`src/rtl/projectile_pool.sv`:
```
// Multi-slot projectile engine: spawns shots ahead of the character into the lowest
// free slot, advances live shots one pixel per step tick, retires them at the edge or on hit.
module projectile_pool #(
  parameter int NUM_SLOTS    = 4,
  parameter int XW           = 7,
  parameter int YW           = 6,
  parameter int X_MAX        = 95,
  parameter int Y_MAX        = 63,
  parameter int SPAWN_OFFSET = 20,
  parameter int STEP_DIV     = 4,
  parameter int COOLDOWN     = 10
) (
  input  logic                    debouncingclock,
  input  logic                    reset,
  input  logic                    fire,
  input  logic [1:0]              chardirection,
  input  logic [XW-1:0]           xcharacter,
  input  logic [YW-1:0]           ycharacter,
  input  logic [NUM_SLOTS-1:0]    hit_mask,
  output logic [NUM_SLOTS-1:0]    active,
  output logic [NUM_SLOTS*XW-1:0] xproj,
  output logic [NUM_SLOTS*YW-1:0] yproj,
  output logic [NUM_SLOTS*2-1:0]  projdir,
  output logic                    fire_ack,
  output logic                    pool_full
);

  localparam int PW  = (STEP_DIV > 1) ? $clog2(STEP_DIV) : 1;
  localparam int CW  = (COOLDOWN > 0) ? $clog2(COOLDOWN + 1) : 1;
  localparam int SW  = (NUM_SLOTS > 1) ? $clog2(NUM_SLOTS) : 1;
  localparam int XW1 = XW + 1;
  localparam int YW1 = YW + 1;

  localparam logic [1:0] DIR_UP    = 2'b00;
  localparam logic [1:0] DIR_DOWN  = 2'b01;
  localparam logic [1:0] DIR_LEFT  = 2'b10;
  localparam logic [1:0] DIR_RIGHT = 2'b11;

  logic [PW-1:0]  pre;
  logic [CW-1:0]  cd;
  logic           tick;
  logic [XW:0]    spawn_x;
  logic [YW:0]    spawn_y;
  logic           spawn_ok;
  logic           free_found;
  logic [SW-1:0]  free_idx;
  logic           accept;

  assign tick      = (pre == PW'(STEP_DIV - 1));
  assign pool_full = &active;

  // One extra bit keeps the spawn point from wrapping; a negative result reads as a
  // large unsigned value and fails the upper-bound compare.
  always_comb begin
    spawn_x = {1'b0, xcharacter};
    spawn_y = {1'b0, ycharacter};
    case (chardirection)
      DIR_UP:    spawn_y = {1'b0, ycharacter} - YW1'(SPAWN_OFFSET);
      DIR_DOWN:  spawn_y = {1'b0, ycharacter} + YW1'(SPAWN_OFFSET);
      DIR_LEFT:  spawn_x = {1'b0, xcharacter} - XW1'(SPAWN_OFFSET);
      default:   spawn_x = {1'b0, xcharacter} + XW1'(SPAWN_OFFSET);
    endcase
    spawn_ok = (spawn_x <= XW1'(X_MAX)) && (spawn_y <= YW1'(Y_MAX));
  end

  always_comb begin
    free_found = 1'b0;
    free_idx   = '0;
    for (int i = NUM_SLOTS - 1; i >= 0; i--) begin
      if (!active[i]) begin
        free_found = 1'b1;
        free_idx   = SW'(i);
      end
    end
  end

  assign accept = fire && (cd == '0) && free_found && spawn_ok;

  always_ff @(posedge debouncingclock) begin
    if (reset) begin
      active   <= '0;
      xproj    <= '0;
      yproj    <= '0;
      projdir  <= '0;
      fire_ack <= 1'b0;
      cd       <= '0;
      pre      <= '0;
    end else begin
      fire_ack <= accept;
      pre      <= tick ? '0 : pre + 1'b1;
      if (accept)
        cd <= CW'(COOLDOWN);
      else if (cd != '0)
        cd <= cd - 1'b1;

      // A freshly spawned slot was idle, so it never also sees a hit or a step.
      for (int i = 0; i < NUM_SLOTS; i++) begin
        if (accept && (free_idx == SW'(i))) begin
          active[i]          <= 1'b1;
          xproj[i*XW +: XW]  <= spawn_x[XW-1:0];
          yproj[i*YW +: YW]  <= spawn_y[YW-1:0];
          projdir[i*2 +: 2]  <= chardirection;
        end else if (active[i] && hit_mask[i]) begin
          active[i] <= 1'b0;
        end else if (active[i] && tick) begin
          case (projdir[i*2 +: 2])
            DIR_UP:
              if (yproj[i*YW +: YW] == '0) active[i] <= 1'b0;
              else yproj[i*YW +: YW] <= yproj[i*YW +: YW] - 1'b1;
            DIR_DOWN:
              if (yproj[i*YW +: YW] == YW'(Y_MAX)) active[i] <= 1'b0;
              else yproj[i*YW +: YW] <= yproj[i*YW +: YW] + 1'b1;
            DIR_LEFT:
              if (xproj[i*XW +: XW] == '0) active[i] <= 1'b0;
              else xproj[i*XW +: XW] <= xproj[i*XW +: XW] - 1'b1;
            default:
              if (xproj[i*XW +: XW] == XW'(X_MAX)) active[i] <= 1'b0;
              else xproj[i*XW +: XW] <= xproj[i*XW +: XW] + 1'b1;
          endcase
        end
      end
    end
  end

endmodule

```
`config.mk`:
```
export PLATFORM = sky130hd
export DESIGN_NAME = projectile_pool
export DESIGN_NICKNAME = d
export VERILOG_FILES = /design/src/rtl/projectile_pool.sv
export SDC_FILE = /design/constraint.sdc
export NUM_CORES = 1
export LEC_CHECK = 0
export BUFFER_PORTS_ARGS = -buffer_cell sky130_fd_sc_hd__buf_2
export CAP_MARGIN = 20
export CORE_ASPECT_RATIO = 1.4
export CORE_MARGIN = 2
export CORE_UTILIZATION = 40
export CTS_CLUSTER_SIZE = 8
export DETAILED_ROUTE_END_ITERATION = 10
export RECOVER_POWER = 50
export SLEW_MARGIN = 20
export SYNTH_ARGS = -nofsm -noshare
export SYNTH_HDL_FRONTEND = slang
export SYNTH_SLANG_ARGS = --single-unit
```
`constraint.sdc`:
```
create_clock -name debouncingclock -period 3.3 [get_ports debouncingclock]
set_input_delay 0.33 -clock debouncingclock [delete_from_list [all_inputs] [get_ports debouncingclock]]
set_output_delay 0.33 -clock debouncingclock [all_outputs]
set_load 0.1 [all_outputs]
```
==> impl_metrics.toml <==
[cts]
cts_root_buf = "clkbuf_16"
cts_sinks = 71
clock_latency_ns = 0.34
numCtsBuffers = 9
htreeDepth = 3
cts_setup_buffers = 0
cts_hold_buffers = 0
postCtsResizedCells = 0
clk_path_buf_depth = 2
cts_tree = "done"
clk_pin_slew_worst_paths_ns = 0.06

[synth]
synth_edf_count = 0
synth_area_leaders = "dfxtp_1 (26%), ha_1 (9.6%), a21oi_1 (5.9%), a211oi_1 (5.1%), nor2_1 (4.9%)"
ys_seq_area_frac = 0.259
synth_cells = 657
netlist_area_um2 = 5480
synth_commonest_cells = "nor2_1 (72), dfxtp_1 (71), a21oi_1 (65)"
avgSynthCellArea_um2 = 8.34
synth.distinct_cells = 62
ys_ff_latch = 71
synth_top_cell_by_area = "dfxtp_1"
ys_async_sr_fraction = 0
ys_warn_count = 0
syn-num-nets = 730
yosysMostFrequentCell = "nor2_1"
ys.flop_type = "dfxtp_1"
synth_top_area_share = 0.259

[worst_setup_path]
worstSetupPathType = "in -> reg"
rr_startpoint = "projdir[0]"
reg2reg_to = "xproj[6]"
worstPathArrival_ns = 3.06
critPathRequiredTime_ns = 3.54
reg2reg_slack_ns = 0.54
critPathCaptureType = "flip-flop"
rr_worst_depth = 10
start_kind = "input pin"
crit_fanout = 25

[pwr]
power_switching_mw = 0.994
clkPwrFrac = 0.383
power_density_nw_per_um2 = 441
p_comb_frac = 0.272
peakVddDrop_mv = 0.322
seq_power_share = 0.345
intPower_mw = 1.81
switching_share = 0.354
leakage_nw = 2.46

[sta]
setup_tns_ns = 0
fin_skew_ns = 0.00920
grt_setup_unrepaired = "no"
setup_violations = 0
final_hold_viol_count = 0
worstMarginPinSlew_ns = 1.19
relSlewSlack = 0.211
fin_crit_ns = 2.81
max_freq_mhz = 355
period_share = 0.853
slew_viol_final = 0

[cells_and_area]
antennaDiodeCount = 0
fin_cells = 928
fill_cells = 1371
fin_area_um2 = 6350
drive_gt1_frac = 0.0965
areaGrowthSynthToFinish_pct = 16.0
nNetsFinal = 814

[route]
drt-initial-drc-count = 197
drcViolationCount = 0
vias = 5182
dr.pass1.iters = 4
routedWlPerCell_um = 16.4
wl_um = 15200
ant_nets = 0
vias_per_cell = 5.58

[die]
die_w_um = 103
die-area_um2 = 14700
ios = 88
core.rowCount = 50
core_um2 = 13400
start_util = 0.409
die_y_um = 142

[grt]
grt.overflow.total = 0
grt_pass1_vias = 4976
antenna_found_initial = 0
grtUsageTotal = 0.212
grt_pass1_wl_um = 24700
grt_max_degree = 27

[hold_path]
hold-path-cell-count = 3
holdPathEnd = "active[2]"
min_path_type = "in -> reg"
min-delay-start = "hit_mask[2]"

[place]
place_area_um2 = 6110
place_inst = 912
hpwl_um = 11500
gp_congestion = 0.868
port_buffers = 87

[run]
cap_violations = 0

[outcome]
outcome = "finished, final reports clean"
[metrics by stage]
stage / utilization / total power, mW / hold WS [ns] / setup slack [ns]
2_1_floorplan: - / 1.58 / 0.408 / 0.113
3_3_place_gp: 0.456 / 1.74 / 0.416 / 0.194
3_5_place_dp: 0.456 / 1.75 / 0.421 / 0.139
4_1_cts: 0.481 / 2.83 / 0.274 / 0.492
5_1_grt: 0.475 / 2.91 / 0.306 / 0.171
6_report: 0.475 / 2.80 / 0.289 / 0.486
[flip-flops by register name, summed over array words and instances (netlist names)]
name	flops
pre	2
active	4
fire_ack	1
projdir	8
yproj	24
cd	4
xproj	28
[layer usage]
metal  global-route usage  vias to the layer above  share of wire
met4               0.0921                        0          0.029
met3               0.0221                       29          0.035
met2                0.353                      130           0.49
li1                     -                     2588              -
met1                0.275                     2435           0.45
met5                    0                        -              0
[layout make-up]
cell class	instances	area, µm²	area share
multi-input cells	528	3790	0.596
clock buffers	10	239	0.0376
well taps	182	228	0.0358
inverters	29	109	0.0171
clock inverters	6	92.6	0.0146
repair buffers	102	478	0.0752
flip-flops and latches	71	1420	0.224
[cells in the final DEF (no fill, tap or decap), types with 20 or more instances in the layout]
master / netlist / final
nor2_1: 72 / 72
clkbuf_1: 16 / 66
o21ai_0: 20 / 20
xor2_1: 22 / 22
ha_1: 42 / 42
a21oi_1: 65 / 65
mux2i_1: 22 / 22
dfxtp_1: 71 / 71
nand2_1: 32 / 32
xnor2_1: 24 / 24
inv_1: 29 / 29
a211oi_1: 37 / 37
buf_2: 5 / 21
[worst max-delay path, cell delays in order]
cell,delay [ns]
buf_2,0.11
nor2b_1,0.14
inv_1,0.10
ha_1,0.22
or3b_4,0.39
o32ai_4,0.29
xnor2_1,0.13
a221o_1,0.44
or4_1,0.41
buf_4,0.23
a211oi_1,0.26
[power by group through the flow]
stage | Clock (mW) | Sequential [mW] | Combinational, mW
floorplan | 0 | 1.22 | 0.358
global placement | 0 | 0.982 | 0.759
detailed placement | 0 | 0.984 | 0.770
CTS | 1.09 | 0.966 | 0.774
global route | 1.12 | 0.976 | 0.821
finish | 1.07 | 0.967 | 0.762
[worst max path at each step]
stage	to	start	depth (start not counted)	slack, ns
floorplan	yproj[17]	chardirection[1]	14	0.11
global placement	xproj[26]	chardirection[0]	12	0.19
detailed placement	yproj[17]	chardirection[0]	11	0.14
CTS	yproj[17]	chardirection[0]	11	0.49
global route	xproj[13]	chardirection[0]	12	0.17
finish	xproj[24]	chardirection[0]	11	0.49
[cell families (layout without fill, tap and decap cells)]
group | Yosys count | in the layout | share of synthesized area
multiplexers | 27 | 27 | 0.0505
AND/OR/NAND/NOR | 214 | 214 | 0.203
AO/OA/AOI/OAI | 189 | 189 | 0.234
buffers and inverters | 58 | 147 | 0.0491
adder cells (fa/ha/maj) | 52 | 52 | 0.131
flip-flops | 71 | 71 | 0.259
XOR/XNOR | 46 | 46 | 0.0735
Note: power is estimated with default switching activity, not from simulation.
